==> config.mk <==
export PLATFORM = sky130hd
export DESIGN_NAME = uart_rx_engine
export DESIGN_NICKNAME = d
export VERILOG_FILES = /design/src/rtl/uart_defs.sv /design/src/rtl/uart_baud_dec.sv /design/src/rtl/uart_rx_engine.sv
export SDC_FILE = /design/constraint.sdc
export NUM_CORES = 1
export LEC_CHECK = 0
export CAP_MARGIN = 20
export CORE_UTILIZATION = 25
export DETAILED_ROUTE_END_ITERATION = 8
export PLACE_DENSITY = 0.44
export RECOVER_POWER = 100
export SLEW_MARGIN = 20
export SYNTH_ARGS = -nofsm -noshare
export SYNTH_HDL_FRONTEND = slang
export SYNTH_SLANG_ARGS = --single-unit
export TNS_END_PERCENT = 10
==> constraint.sdc <==
create_clock -name clk -period 2.5 [get_ports clk]
set_clock_uncertainty 0.05 [all_clocks]
set_input_delay 0.75 -clock clk [delete_from_list [all_inputs] [get_ports clk]]
set_output_delay 0.75 -clock clk [all_outputs]
set_load 0.01 [all_outputs]
==> src/rtl/uart_defs.sv <==
// rtl/uart_defs.sv - shared UART definitions: baud table, FSM states, port default
package uart_defs;

   localparam int          CLK_HZ_DEFAULT    = 50_000_000;
   localparam logic [15:0] DATA_PORT_DEFAULT = 16'h0000;
   localparam int          K_W               = 18;

   typedef enum logic [2:0] {
      ST_IDLE,
      ST_START,
      ST_DATA,
      ST_PARITY,
      ST_STOP
   } rx_state_e;

   // Bit period in clocks, rounded to nearest.
   function automatic logic [K_W-1:0] baud_k(input int clk_hz, input int rate);
      int q;
      q = (clk_hz + rate / 2) / rate;
      return q[K_W-1:0];
   endfunction

endpackage

==> src/rtl/uart_baud_dec.sv <==
// rtl/uart_baud_dec.sv - baud code to bit-period count decoder
module uart_baud_dec
   import uart_defs::*;
#(
   parameter int CLK_HZ = CLK_HZ_DEFAULT
) (
   input  logic [3:0]     baud,
   output logic [K_W-1:0] k
);

   always_comb begin
      case (baud)
         4'd0:    k = baud_k(CLK_HZ, 300);
         4'd1:    k = baud_k(CLK_HZ, 1200);
         4'd2:    k = baud_k(CLK_HZ, 2400);
         4'd3:    k = baud_k(CLK_HZ, 4800);
         4'd4:    k = baud_k(CLK_HZ, 9600);
         4'd5:    k = baud_k(CLK_HZ, 19200);
         4'd6:    k = baud_k(CLK_HZ, 38400);
         4'd7:    k = baud_k(CLK_HZ, 57600);
         4'd8:    k = baud_k(CLK_HZ, 115200);
         4'd9:    k = baud_k(CLK_HZ, 230400);
         4'd10:   k = baud_k(CLK_HZ, 460800);
         default: k = baud_k(CLK_HZ, 921600);
      endcase
   end

endmodule

==> src/rtl/uart_rx_engine.sv <==
// rtl/uart_rx_engine.sv - UART receiver: synchroniser, frame FSM, receive register
module uart_rx_engine
   import uart_defs::*;
#(
   parameter int          CLK_HZ    = CLK_HZ_DEFAULT,
   parameter logic [15:0] DATA_PORT = DATA_PORT_DEFAULT
) (
   input  logic        clk,
   input  logic        reset,
   input  logic        rx,
   input  logic        eight,
   input  logic        pen,
   input  logic        ohel,
   input  logic [3:0]  baud,
   input  logic        read_strobe,
   input  logic [15:0] port_id,
   output logic [7:0]  rx_data,
   output logic        rxrdy,
   output logic        perr,
   output logic        ferr,
   output logic        ovf
);

   logic [K_W-1:0] k_in;

   uart_baud_dec #(.CLK_HZ(CLK_HZ)) u_baud_dec (
      .baud (baud),
      .k    (k_in)
   );

   rx_state_e      state_q, state_d;
   logic           sync1_q, rx_s_q;
   logic [K_W-1:0] cnt_q, cnt_d;
   logic [K_W-1:0] k_q, k_d;
   logic           eight_q, eight_d, pen_q, pen_d, ohel_q, ohel_d;
   logic [7:0]     sh_q, sh_d;
   logic [2:0]     bits_q, bits_d;
   logic           par_q, par_d;
   logic           perr_pend_q, perr_pend_d;
   logic           armed_q, armed_d;
   logic           upd_q, upd_d;
   logic           stop_q, stop_d;
   logic [7:0]     rx_data_q, rx_data_d;
   logic           rxrdy_q, rxrdy_d, perr_q, perr_d, ferr_q, ferr_d, ovf_q, ovf_d;
   logic           expire, host_rd;
   logic [2:0]     last_bit;

   assign expire   = (cnt_q == '0);
   assign host_rd  = read_strobe && (port_id == DATA_PORT);
   assign last_bit = eight_q ? 3'd7 : 3'd6;

   always_comb begin
      state_d     = state_q;
      cnt_d       = expire ? cnt_q : cnt_q - 1'b1;
      k_d         = k_q;
      eight_d     = eight_q;
      pen_d       = pen_q;
      ohel_d      = ohel_q;
      sh_d        = sh_q;
      bits_d      = bits_q;
      par_d       = par_q;
      perr_pend_d = perr_pend_q;
      armed_d     = armed_q;
      upd_d       = 1'b0;
      stop_d      = stop_q;
      rx_data_d   = rx_data_q;
      rxrdy_d     = rxrdy_q;
      perr_d      = perr_q;
      ferr_d      = ferr_q;
      ovf_d       = ovf_q;

      case (state_q)
         ST_IDLE: begin
            if (rx_s_q) armed_d = 1'b1;
            if (!rx_s_q && armed_q) begin
               state_d     = ST_START;
               cnt_d       = k_in >> 1;
               k_d         = k_in;
               eight_d     = eight;
               pen_d       = pen;
               ohel_d      = ohel;
               par_d       = ohel;
               bits_d      = '0;
               perr_pend_d = 1'b0;
            end
         end
         ST_START: begin
            if (expire) begin
               if (rx_s_q) begin
                  state_d = ST_IDLE;
               end else begin
                  state_d = ST_DATA;
                  cnt_d   = k_q - 1'b1;
               end
            end
         end
         ST_DATA: begin
            if (expire) begin
               sh_d   = {rx_s_q, sh_q[7:1]};
               par_d  = par_q ^ rx_s_q;
               bits_d = bits_q + 1'b1;
               cnt_d  = k_q - 1'b1;
               if (bits_q == last_bit) state_d = pen_q ? ST_PARITY : ST_STOP;
            end
         end
         ST_PARITY: begin
            if (expire) begin
               perr_pend_d = par_q ^ rx_s_q;
               cnt_d       = k_q - 1'b1;
               state_d     = ST_STOP;
            end
         end
         ST_STOP: begin
            if (expire) begin
               stop_d  = rx_s_q;
               upd_d   = 1'b1;
               state_d = ST_IDLE;
               if (!rx_s_q) armed_d = 1'b0;
            end
         end
         default: state_d = ST_IDLE;
      endcase

      // Stop sample lands in the register one cycle later; a coincident read loses.
      if (upd_q) begin
         rx_data_d = eight_q ? sh_q : {1'b0, sh_q[7:1]};
         perr_d    = perr_pend_q;
         ferr_d    = !stop_q;
         ovf_d     = rxrdy_q && !host_rd;
         rxrdy_d   = 1'b1;
      end else if (host_rd) begin
         rxrdy_d = 1'b0;
         ovf_d   = 1'b0;
      end
   end

   always_ff @(posedge clk or posedge reset) begin
      if (reset) begin
         state_q     <= ST_IDLE;
         sync1_q     <= 1'b1;
         rx_s_q      <= 1'b1;
         cnt_q       <= '0;
         k_q         <= '0;
         eight_q     <= 1'b0;
         pen_q       <= 1'b0;
         ohel_q      <= 1'b0;
         sh_q        <= '0;
         bits_q      <= '0;
         par_q       <= 1'b0;
         perr_pend_q <= 1'b0;
         armed_q     <= 1'b1;
         upd_q       <= 1'b0;
         stop_q      <= 1'b1;
         rx_data_q   <= '0;
         rxrdy_q     <= 1'b0;
         perr_q      <= 1'b0;
         ferr_q      <= 1'b0;
         ovf_q       <= 1'b0;
      end else begin
         state_q     <= state_d;
         sync1_q     <= rx;
         rx_s_q      <= sync1_q;
         cnt_q       <= cnt_d;
         k_q         <= k_d;
         eight_q     <= eight_d;
         pen_q       <= pen_d;
         ohel_q      <= ohel_d;
         sh_q        <= sh_d;
         bits_q      <= bits_d;
         par_q       <= par_d;
         perr_pend_q <= perr_pend_d;
         armed_q     <= armed_d;
         upd_q       <= upd_d;
         stop_q      <= stop_d;
         rx_data_q   <= rx_data_d;
         rxrdy_q     <= rxrdy_d;
         perr_q      <= perr_d;
         ferr_q      <= ferr_d;
         ovf_q       <= ovf_d;
      end
   end

   assign rx_data = rx_data_q;
   assign rxrdy   = rxrdy_q;
   assign perr    = perr_q;
   assign ferr    = ferr_q;
   assign ovf     = ovf_q;

endmodule

==> summary by stage <==
Synth
Of the total synthesized cell area, the portion taken by AND, OR, NAND and NOR gates is 0.229. After synthesis, the cell types taking the most area are sky130_fd_sc_hd__dfrtp_1, sky130_fd_sc_hd__nand2_1, sky130_fd_sc_hd__nor2_1. The per-instance average area after synthesis is 9.42 sq um.

Of the post-synthesis cell area, the dominant cell type holds 0.408. The synthesized net count is 466. By area, the combinational part of the netlist is dominated by simple AND/OR/NAND/NOR gates. The count of yosys warnings during synthesis is 0.

The adder-cell share of the synthesized area is 0.0278. The commonest register cell after synthesis is sky130_fd_sc_hd__dfrtp_1. The multiplexer fraction of the synthesized cell area is 0.0676. Counting flops and latches in the post-synthesis netlist gives 70. The cell taking the most area after synthesis is sky130_fd_sc_hd__dfrtp_1.

Summing every instance area after synthesis gives around 0.0041 sq mm. Of the total synthesized cell area, the portion taken by XOR and XNOR cells is 0.0497. For this run, asynchronously set or reset flops after synthesis account for 1.00. Synthesis produced 430 cells. In this run, distinct cell masters in the synthesized netlist total 63. The share of the Yosys chip area taken by registers is 0.433. The number of synthesized flops with an enable pin is 0. The complex-gate fraction of the synthesized area is 0.156.

Worst setup path
The kind of critical path is reg2reg. The worst setup path is captured at a register. The startpoint type of the worst setup path is a register.

The data required time of the worst path is between 2 and 3 ns. At the worst endpoint, the arrival time is 2.57 ns. The largest fanout of any net on the critical path is 28.

Run
The number of max-cap violations is 0.

Power
VDD sags by at most 0.337 mV. The combinational power share is 0.330. Of the total power, the share spent switching nets is 0.348.

Summed over all nets, the switching power comes to 1.68 mW. The fraction of power consumed by the clock network is 0.297. The leakage power figure is roughly 2.3 nW. Dividing total power by cell area gives a power density of ~920 mW/mm^2.

Of the total power, registers draw 0.373. The cell-internal power is between 3 and 4 mW.

Clock network
At the later pin of the worst-skew pair, clock insertion delay measures 0.34 ns. Counting every sink on the clock net gives 70. The hold buffer count at CTS is 0.

The number of resized instances in the post-cts repair step is 0. The total setup buffers inserted after CTS is 0. The clock tree root buffer cell is sky130_fd_sc_hd__clkbuf_16. The longest clock path from root to sink contains 2 buffers. The clock edge transition at the registers on the reported setup and hold paths is about 0.060 ns. The CTS tree is done.

The number of clock buffers inserted by TritonCTS is 9. In this run the number of H-tree levels came out at 3.

Cells and area
The most common cell after layout, fill and taps aside is sky130_fd_sc_hd__dfrtp_1. Of the cells placed in the final design, the portion with a size suffix greater than 1 is 0.142. The net total in the final layout is approximately 530.

The area added between synthesis and finish is 28.6%. The repair_antennas step left the layout with diodes totalling 0. Leaving out fill and tap cells, the most frequent cells in the layout are sky130_fd_sc_hd__dfrtp_1, sky130_fd_sc_hd__nand2_1, sky130_fd_sc_hd__nor2_1.

Floorplanning
The number of rows created at floorplan is between 40 and 50. In this run the horizontal extent of the chip is approximately 130 um. The number of top-level design ports is 39.

The total die area is around 0.017 sq mm. The placeable core area is ~0.016 sq mm. In this run the vertical extent of the chip is roughly 130 um.

The initial utilization of the core area, before any placement, comes to 0.256.

Route
The final antenna-violating net count is 0. Before antenna repair, the detailed router went through 4 iterations. In the routed layout, each cell is associated on average with a via count of 4.73. The routed wire length is around 11000 um. The first routing iteration left between 200 and 250 violations. After detailed routing, the average wire length per cell comes to ~15 um. After detailed routing, the number of remaining DRC violations is 0. Summing over every cut layer, the via total after detailed routing is roughly 3400.

Timing
The setup TNS after final layout is 0 ns. The number of slew-limit violations in the final report is 0. The maximum clock frequency is 427 MHz. The shortest period the worst path allows is ~2.3 ns. The hold slack is 0.305 ns. The number of endpoints with negative hold slack in the final report is 0. Setup repair after global routing left no endpoint under its margin.

Dividing the final minimum period by the clock period gives 0.937. The slew at the pin closest to its max-slew limit is around 0.86 ns. Setup violations remaining at the end of the flow were counted as 0. The normalized max-slew margin is 0.428.

Hold path
The worst min-delay path category is reg2reg.

Global routing
The first global-routing pass estimated 17700 um of wire. In the global route stage, overall resource usage came out at 0.137. The global route total overflow is 0.

The pin count of the biggest net entering global routing is 40. The number of global-route vias before repair is about 3400. The number of antenna violations at the first check in global routing is 0.

Placed design
Detailed placement ended at an HPWL of a little over 8000 um. The number of buffers inserted by port buffering is 38. The final weighted congestion of routability-driven global placement is just over 0.8.

Status
The flow ran to the end, and the final reports show no timing, DRC or antenna violations.
[metal layers]
metal / wire length, um / vias to the layer above / global-route usage / part of all wire
met1: 5370 / 1641 / 0.193 / 0.50
met3: 319 / 16 / 0.0227 / 0.029
met4: 208 / 0 / 0.0505 / 0.019
li1: - / 1681 / - / -
met5: 0 / - / 0 / 0
met2: 4920 / 51 / 0.212 / 0.45
[final timing paths]
check	start	to	slack (ns)	cells past startpoint
min in group asynchronous	reset	rx_data[4]	0.88	2
hold / removal	sync1_q	rx_s_q	0.30	0
setup / recovery	armed_q	cnt_q[6]	0.16	5
setup reg to reg	armed_q	cnt_q[6]	0.16	5
hold reg to reg	sync1_q	rx_s_q	0.30	0
max in group asynchronous	reset	upd_q	0.33	3
[Yosys cell counts (all sizes together) (3+ instances only)]
cell type / number
a211o: 5
a21o: 9
a21oi: 20
a221o: 5
buf: 9
clkbuf: 11
dfrtp: 66
dfstp: 4
ha: 9
inv: 14
mux2: 11
mux2i: 15
nand2: 48
nand2b: 7
nand3: 9
nand4: 6
nor2: 44
nor2b: 6
nor3: 19
nor4: 10
o211ai: 6
o21ai: 22
o21bai: 4
o31ai: 5
or3: 6
or3b: 3
or4: 5
xnor2: 16
xor2: 7
[power by group through the flow]
stage	combinational (mW)	clock, mW	sequential, mW
after CTS	1.61	1.46	1.80
after global routing	1.76	1.51	1.85
final	1.59	1.43	1.80
after global placement	1.60	0	1.81
after detailed placement	1.61	0	1.82
after floorplan	1.13	0	1.73
[worst max-delay path: stages, from the launching register on]
cell	delay (ns)
sky130_fd_sc_hd__dfstp_2	0.56
sky130_fd_sc_hd__or3b_1	0.39
sky130_fd_sc_hd__or3_1	0.39
sky130_fd_sc_hd__buf_12	0.19
sky130_fd_sc_hd__a2111oi_2	0.51
sky130_fd_sc_hd__a221o_1	0.18
[through the flow]
| stage | instance area (sq um) | power, mW | setup WS, ns | utilization | instances |
|---|---|---|---|---|---|
| floorplan | 4060 | 2.86 | 0.355 | - | 430 |
| global placement | 4940 | 3.41 | 0.0945 | 0.312 | 700 |
| detailed placement | 4940 | 3.43 | 0.0719 | 0.312 | 700 |
| CTS | 5270 | 4.88 | 0.130 | 0.333 | 716 |
| global route | 5210 | 5.12 | 0.0243 | 0.329 | 716 |
| finish | 5210 | 4.82 | 0.157 | 0.329 | 716 |
[logic make-up (layout without fill, tap and decap cells)]
logic type               after synthesis  count (layout)
AO/OA/AOI/OAI                         92              92
XOR/XNOR                              23              23
adder cells (fa/ha/maj)                9               9
buffers and inverters                 34             104
flip-flops                            70              70
multiplexers                          26              26
AND/OR/NAND/NOR                      176             176
[flip-flops by register name, summed over array words and instances (netlist names)]
name / count
armed_q: 1
bits_q: 3
cnt_q: 18
eight_q: 1
ferr: 1
k_q: 17
ovf: 1
par_q: 1
pen_q: 1
perr: 1
perr_pend_q: 1
rx_data: 8
rx_s_q: 1
rxrdy: 1
sh_q: 8
state_q: 3
stop_q: 1
sync1_q: 1
upd_q: 1
[final cells by class]
class / instances / area (sq um)
well taps: 216 / 270
inverters: 14 / 53.8
flip-flops and latches: 70 / 1760
repair buffers: 74 / 676
clock inverters: 5 / 81.3
clock buffers: 11 / 253
fillers: 1654 / 10600
multi-input cells: 326 / 2120
(Power assumes the default switching activity.)
